**src/rtl/fetch_pipe.sv**
```systemverilog
// Instruction-fetch stage: owns the PC, issues one outstanding imem request at a
// time, and registers {instruction, pc, pc+4} toward decode with stall/flush handling.
module fetch_pipe #(
  parameter int                DWIDTH   = 32,
  parameter logic [DWIDTH-1:0] RESET_PC = 32'h0000_0000
) (
  input  logic              Clk_Core,
  input  logic              Rst_Core_N,
  output logic              imem_req_do,
  output logic [DWIDTH-1:0] imem_addr_do,
  input  logic              imem_ack_di,
  input  logic [DWIDTH-1:0] imem_rdata_di,
  input  logic              stall_di,
  input  logic              flush_di,
  input  logic [DWIDTH-1:0] pc_target_di,
  output logic [DWIDTH-1:0] instruct_do,
  output logic [DWIDTH-1:0] pc_do,
  output logic [DWIDTH-1:0] pc_plus_do,
  output logic              fetch_busy_do
);

  localparam logic [DWIDTH-1:0] NOP     = DWIDTH'(32'h0000_0013);
  localparam logic [DWIDTH-1:0] PC_STEP = DWIDTH'(4);

  // ISSUE: request in flight for fetch_pc_q. DRAIN: a redirected request is
  // still outstanding and its data will be thrown away. HOLD: one fetched word
  // parked in the skid while decode is stalled, no request outstanding.
  typedef enum logic [1:0] {
    ST_ISSUE = 2'd0,
    ST_DRAIN = 2'd1,
    ST_HOLD  = 2'd2
  } state_e;

  state_e            state_q;
  logic [DWIDTH-1:0] fetch_pc_q;
  logic [DWIDTH-1:0] redirect_pc_q;
  logic [DWIDTH-1:0] skid_instr_q;
  logic [DWIDTH-1:0] skid_pc_q;
  logic [DWIDTH-1:0] instr_q;
  logic [DWIDTH-1:0] pc_q;
  logic [DWIDTH-1:0] pc_plus_q;

  logic              ack_eff;
  logic [DWIDTH-1:0] target_w;
  logic [DWIDTH-1:0] pc_inc_w;

  // Memory handshake: imem_req_do is the valid, imem_ack_di the ready/response.
  // A transfer completes on an edge where both are high; until then the
  // address is held constant, and an ack seen without a request is ignored.
  assign imem_req_do   = Rst_Core_N & (state_q != ST_HOLD);
  assign imem_addr_do  = fetch_pc_q;
  assign fetch_busy_do = imem_req_do & ~imem_ack_di;
  assign ack_eff       = imem_ack_di & imem_req_do;

  assign target_w = {pc_target_di[DWIDTH-1:2], 2'b00};
  assign pc_inc_w = fetch_pc_q + PC_STEP;

  assign instruct_do = instr_q;
  assign pc_do       = pc_q;
  assign pc_plus_do  = pc_plus_q;

  always_ff @(posedge Clk_Core) begin
    if (!Rst_Core_N) begin
      state_q       <= ST_ISSUE;
      fetch_pc_q    <= RESET_PC;
      redirect_pc_q <= '0;
      skid_instr_q  <= '0;
      skid_pc_q     <= '0;
      instr_q       <= NOP;
      pc_q          <= '0;
      pc_plus_q     <= '0;
    end else begin
      case (state_q)
        ST_ISSUE: begin
          if (ack_eff) begin
            if (flush_di) begin
              fetch_pc_q <= target_w;
              instr_q    <= NOP;
            end else if (stall_di) begin
              skid_instr_q <= imem_rdata_di;
              skid_pc_q    <= fetch_pc_q;
              fetch_pc_q   <= pc_inc_w;
              state_q      <= ST_HOLD;
            end else begin
              instr_q    <= imem_rdata_di;
              pc_q       <= fetch_pc_q;
              pc_plus_q  <= pc_inc_w;
              fetch_pc_q <= pc_inc_w;
            end
          end else begin
            if (flush_di) begin
              redirect_pc_q <= target_w;
              instr_q       <= NOP;
              state_q       <= ST_DRAIN;
            end else if (!stall_di) begin
              instr_q <= NOP;
            end
          end
        end

        ST_DRAIN: begin
          if (flush_di) begin
            redirect_pc_q <= target_w;
          end
          if (flush_di || !stall_di) begin
            instr_q <= NOP;
          end
          // A flush coinciding with the ack wins over the older redirect.
          if (ack_eff) begin
            fetch_pc_q <= flush_di ? target_w : redirect_pc_q;
            state_q    <= ST_ISSUE;
          end
        end

        ST_HOLD: begin
          if (flush_di) begin
            fetch_pc_q <= target_w;
            instr_q    <= NOP;
            state_q    <= ST_ISSUE;
          end else if (!stall_di) begin
            instr_q   <= skid_instr_q;
            pc_q      <= skid_pc_q;
            pc_plus_q <= skid_pc_q + PC_STEP;
            state_q   <= ST_ISSUE;
          end
        end

        default: state_q <= ST_ISSUE;
      endcase
    end
  end

endmodule

```
**config.mk**
```make
export PLATFORM = sky130hd
export DESIGN_NAME = fetch_pipe
export DESIGN_NICKNAME = d
export VERILOG_FILES = /design/src/rtl/fetch_pipe.sv
export SDC_FILE = /design/constraint.sdc
export NUM_CORES = 1
export LEC_CHECK = 0
export CORE_UTILIZATION = 45
export DETAILED_ROUTE_END_ITERATION = 12
export GPL_ROUTABILITY_DRIVEN = 0
export GPL_TIMING_DRIVEN = 1
export HOLD_SLACK_MARGIN = 0.06
export PLACE_DENSITY_LB_ADDON = 0.08
export SETUP_SLACK_MARGIN = 0.05
export SLEW_MARGIN = 15
export SYNTH_ARGS = -nofsm -noshare
export SYNTH_HDL_FRONTEND = slang
export SYNTH_SLANG_ARGS = --single-unit
export TNS_END_PERCENT = 1
```
**constraint.sdc**
```tcl
create_clock -name Clk_Core -period 2.5 [get_ports Clk_Core]
set_input_delay 0.5 -clock Clk_Core [delete_from_list [all_inputs] [get_ports Clk_Core]]
set_output_delay 0.5 -clock Clk_Core [all_outputs]
set_load 0.02 [all_outputs]
```
# Yosys cells after proc, flatten, opt, wreduce, memory -nomap -nowiden
# Cells that the tools add are included.
# classes
add_sub_neg	2
n_eq_ne	17
mux	37
n_bitwise	5
reduce_logical	12
# op_table
op	count
2-to-1 mux 32 bit	24
case mux 32 bit (2 select lines)	3
case mux 32 bit (3 select lines)	2
adder 32 x 3 -> 32 bit (second input constant)	2
!= test 2 bit (second input constant)	10
!= test 3 bit (second input constant)	5
2-to-1 mux 2 bit	7
AND reduction 4 bit	3
case mux 2 bit (3 select lines)	1
AND reduction 6 bit	1
AND reduction 5 bit	1
nonzero test 2 bit	2
AND 1 bit	3
nonzero test 3 bit	1
equality test 2 x 1 -> 1 bit (second input constant)	1
equality test 2 bit (second input constant)	1
zero test 2 bit	1
NOT 1 bit	2
AND reduction 2 bit	1
zero test 1 bit	1
logical OR 1 bit	1
# word_totals
register_bits	226
inputBits	69
word_cells	81

# Logic depth before layout (Yosys ltp)
# depth
depth_word	5
mapped_depth	10

# Least setup slack after synthesis
# Ideal clock, no wire load.
# synth_path
path_type	reg2out
startpoint	reg state_q[0]
endpoint	out fetch_busy_do
arrival_time_ps	1867
required_ps	2000
path_slack_ps	133
path_stages_with_launch	7
path_cell_list	dfxtp_1 inv_1 ha_1 clkbuf_1 clkbuf_1 clkbuf_1 nor3_1
# synth_via
elab_chain_len	3
# synth_lines
item	line	source
from (decl)	34	state_e state_q;
from (signal assigned)	64	state_q <= ST_ISSUE;
from (signal assigned)	83	state_q <= ST_HOLD;
from (signal assigned)	94	state_q <= ST_DRAIN;
!= test 2 bit	50	assign imem_req_do = Rst_Core_N & (state_q != ST_HOLD);
AND 1 bit	50	
AND 1 bit	52	assign fetch_busy_do = imem_req_do & ~imem_ack_di;
to (decl)	19	output logic fetch_busy_do
# No other way between the ends.

# Worst setup path after layout
# layout_path
startpoint	reg state_q[0]
endpoint	out imem_req_do
# layout_via
elab_chain_len	2
# layout_lines
item	line	source
!= test 2 bit	50	
AND 1 bit	50	
to (decl)	9	output logic imem_req_do,
# No other way between the ends.

==> flow_summary.ini <==
[pwr]
p_seq_frac = 0.417
ir_worst_vdd_uv = 354
p_int_mw = 6.68
swShare = 0.285
comb_power_share = 0.198
p_leak_nw = 4.79
power.density_mw_per_mm2 = 657
p_sw_mw = 2.67
pwr-share-clk = 0.385

[sta]
slew_viol_final = 0
final.period_utilization = 0.940
maxSlewHeadroom = 0.426
setup_tns_ns = 0
timing.final.crit_period_ns = 2.35
worstMarginPinSlew_ns = 0.860
finalSetupViolations = 0
max_freq_mhz = 426
finClkSkew_ns = 0.0114
holdWs_ns = 0.454
grt_setup_unrepaired = true
hold_viol_final = 0

[cts]
cts_root_buffer = clkbuf_16
htreeDepth = 1
cts_buffers = 25
clkSinkCount = 224
clock_latency_ns = 0.52
path_clk_slew_ns = 0.06
cts_buffer_depth = 3
post_cts_buffers = 0
cts_tree = built

[setup_path]
cp-end-kind = output port
critPathLaunchType = register
cp_max_fo = 12
crit_chain = inv_1 > ha_4 > buf_4 > nor2_1 > clkdlybuf4s15_1
cp_slowest_cell = dfxtp_1
crit_type = reg -> out
crit_required_ns = 2.00
critPathMaxStageDelay_ns = 0.37
worstPathArrival_ns = 1.85

[global_routing]
antenna_found_initial = 0
grt_util_all_layers = 0.268
first_global_vias = 9410
grt_max_degree = 72
grt_pass1_wl_um = 51900
grt_remaining_overflow = 0

[drt]
drtIter0Drc = 887
vias_per_cell = 5.64
ant_nets = 0
drtPass1Iterations = 7
routed_wirelength_um = 33200
drc = 0
vias = 10600
routedWlPerCell_um = 17.7

[synthesis]
ys_top_cells_by_area = dfxtp_1, nand2_1, a21oi_1
syn-num-nets = 1420
synth_top_cell_area_share = 0.419
ys_types = 65
netlist_area_mm2 = 0.0107
ys_seq_area_frac = 0.419
syn_avg_cell_area_um2 = 7.95
synth_edf_count = 0
synthFlopType = dfxtp_1
ys_async_sr_fraction = 0
ys_warn_count = 0
synth_top_cell_by_area = dfxtp_1
ys_ff_latch = 224
synthCells = 1345

[final_layout]
layout_common_cells = nand2_1, dfxtp_1, clkdlybuf4s50_1, a21oi_1
post-route-util = 0.608
final_nets = 1611
final_area_mm2 = 0.0142
final_layout_size_suffix_gt1_frac = 0.107
area_delta_synth_final_pct = 33.1
final_common_cell = nand2_1
antenna_cells = 0

[floorplanning]
ios = 199
die_area_mm2 = 0.0244
die_h_um = 156
rows = 56
start_util = 0.457
die_x_um = 156
core_mm2 = 0.0234

[run_status]
status = finished, final reports clean

[hold_path]
hp-class = reg -> reg

[placement]
dpl_cell_area_mm2 = 0.0134
hpwlAfterDp_um = 23400
numPortBuffers = 196

[job]
max-cap-violations = 0
[repair_timing]
item                                    4_1_cts  5_1_grt
hold buffers                                  0        0
gates resized for setup                       2        9
endpoints found under the setup margin        2       42
endpoints found under the hold margin         0        0
[critical path, delay by kind of cell (launching register included)]
| family | cells | cell delay [ns] |
|---|---|---|
| and+or+nand+nor | 1 | 0.14 |
| DFF | 1 | 0.37 |
| adders and majority gates | 1 | 0.20 |
| buffers and inverters | 3 | 0.62 |
[through the flow]
stage	instances	setup WS, ns	power [mW]
2_1_floorplan	1345	0.133	4.94
3_3_place_gp	1828	-0.135	5.78
3_5_place_dp	1828	-0.148	5.80
4_1_cts	1872	0.0352	9.38
5_1_grt	1872	0.0261	9.73
6_report	1872	0.151	9.35
[metal layers]
metal | part of all wire | wire (um) | vias to the layer above | GRT usage
met2 | 0.42 | 13900 | 361 | 0.385
met5 | 0 | 0 | - | 0
met4 | 0.019 | 615 | 0 | 0.0612
met1 | 0.49 | 16300 | 4963 | 0.415
li1 | - | - | 5192 | -
met3 | 0.069 | 2280 | 36 | 0.0375
[final timing paths]
check / from / end / slack [ns] / depth (start not counted)
setup / recovery: state_q[0]$_SDFFE_PN0P_ / imem_req_do / 0.15 / 5
hold / removal: redirect_pc_q[19]$_SDFFE_PN0P_ / redirect_pc_q[19]$_SDFFE_PN0P_ / 0.45 / 2
setup reg to reg: state_q[1]$_SDFFE_PN0P_ / imem_addr_do[23]$_SDFFE_PN0P_ / 0.20 / 8
hold reg to reg: redirect_pc_q[19]$_SDFFE_PN0P_ / redirect_pc_q[19]$_SDFFE_PN0P_ / 0.45 / 2
[synthesized netlist by cell type, drive strengths merged, types with 4 or more instances]
master	n
nor4	19
a221o	6
ha	6
and3	6
nor2b	7
nor3	49
xnor2	29
nor2	89
a222oi	4
a22oi	12
a221oi	35
xor2	10
and2	8
o21a	18
o22ai	6
o21ai	41
o31a	5
dfxtp	224
a211oi	34
and4	10
o211ai	10
nand3	45
nand4	17
clkbuf	99
inv	14
or4	10
o31ai	6
buf	28
o221ai	9
a21oi	133
nand2	258
a22o	9
mux2i	43
or3	15
[cell type report]
type,count,area (um^2)
Multi-Input combinational cell,980,5700
Sequential cell,224,4480
Tap cell,319,399
Fill cell,2169,9160
Inverter,14,57.6
Clock inverter,9,78.8
Timing Repair Buffer,291,2800
Clock buffer,35,723
[registers in the layout, summed over array words and instances, names as in the netlist]
signal / count
instruct_do: 32
pc_do: 32
skid_pc_q: 32
redirect_pc_q: 32
pc_plus_do: 30
imem_addr_do: 32
state_q: 2
skid_instr_q: 32
[power groups by stage]
stage,combinational [mW],sequential [mW],clock [mW]
3_3_place_gp,1.81,3.97,0
5_1_grt,2.00,3.92,3.81
6_report,1.85,3.90,3.60
2_1_floorplan,0.858,4.08,0
4_1_cts,1.83,3.90,3.65
3_5_place_dp,1.83,3.97,0
[cell families after synthesis]
logic type / share of synthesized area
DFF: 0.419
adders and majority gates: 0.00702
AOI/OAI and AO/OA: 0.213
muxes: 0.0413
xor gates and xnor gates: 0.0319
buffers and inverters: 0.0537
and+or+nand+nor: 0.234
(Power assumes the default switching activity.)
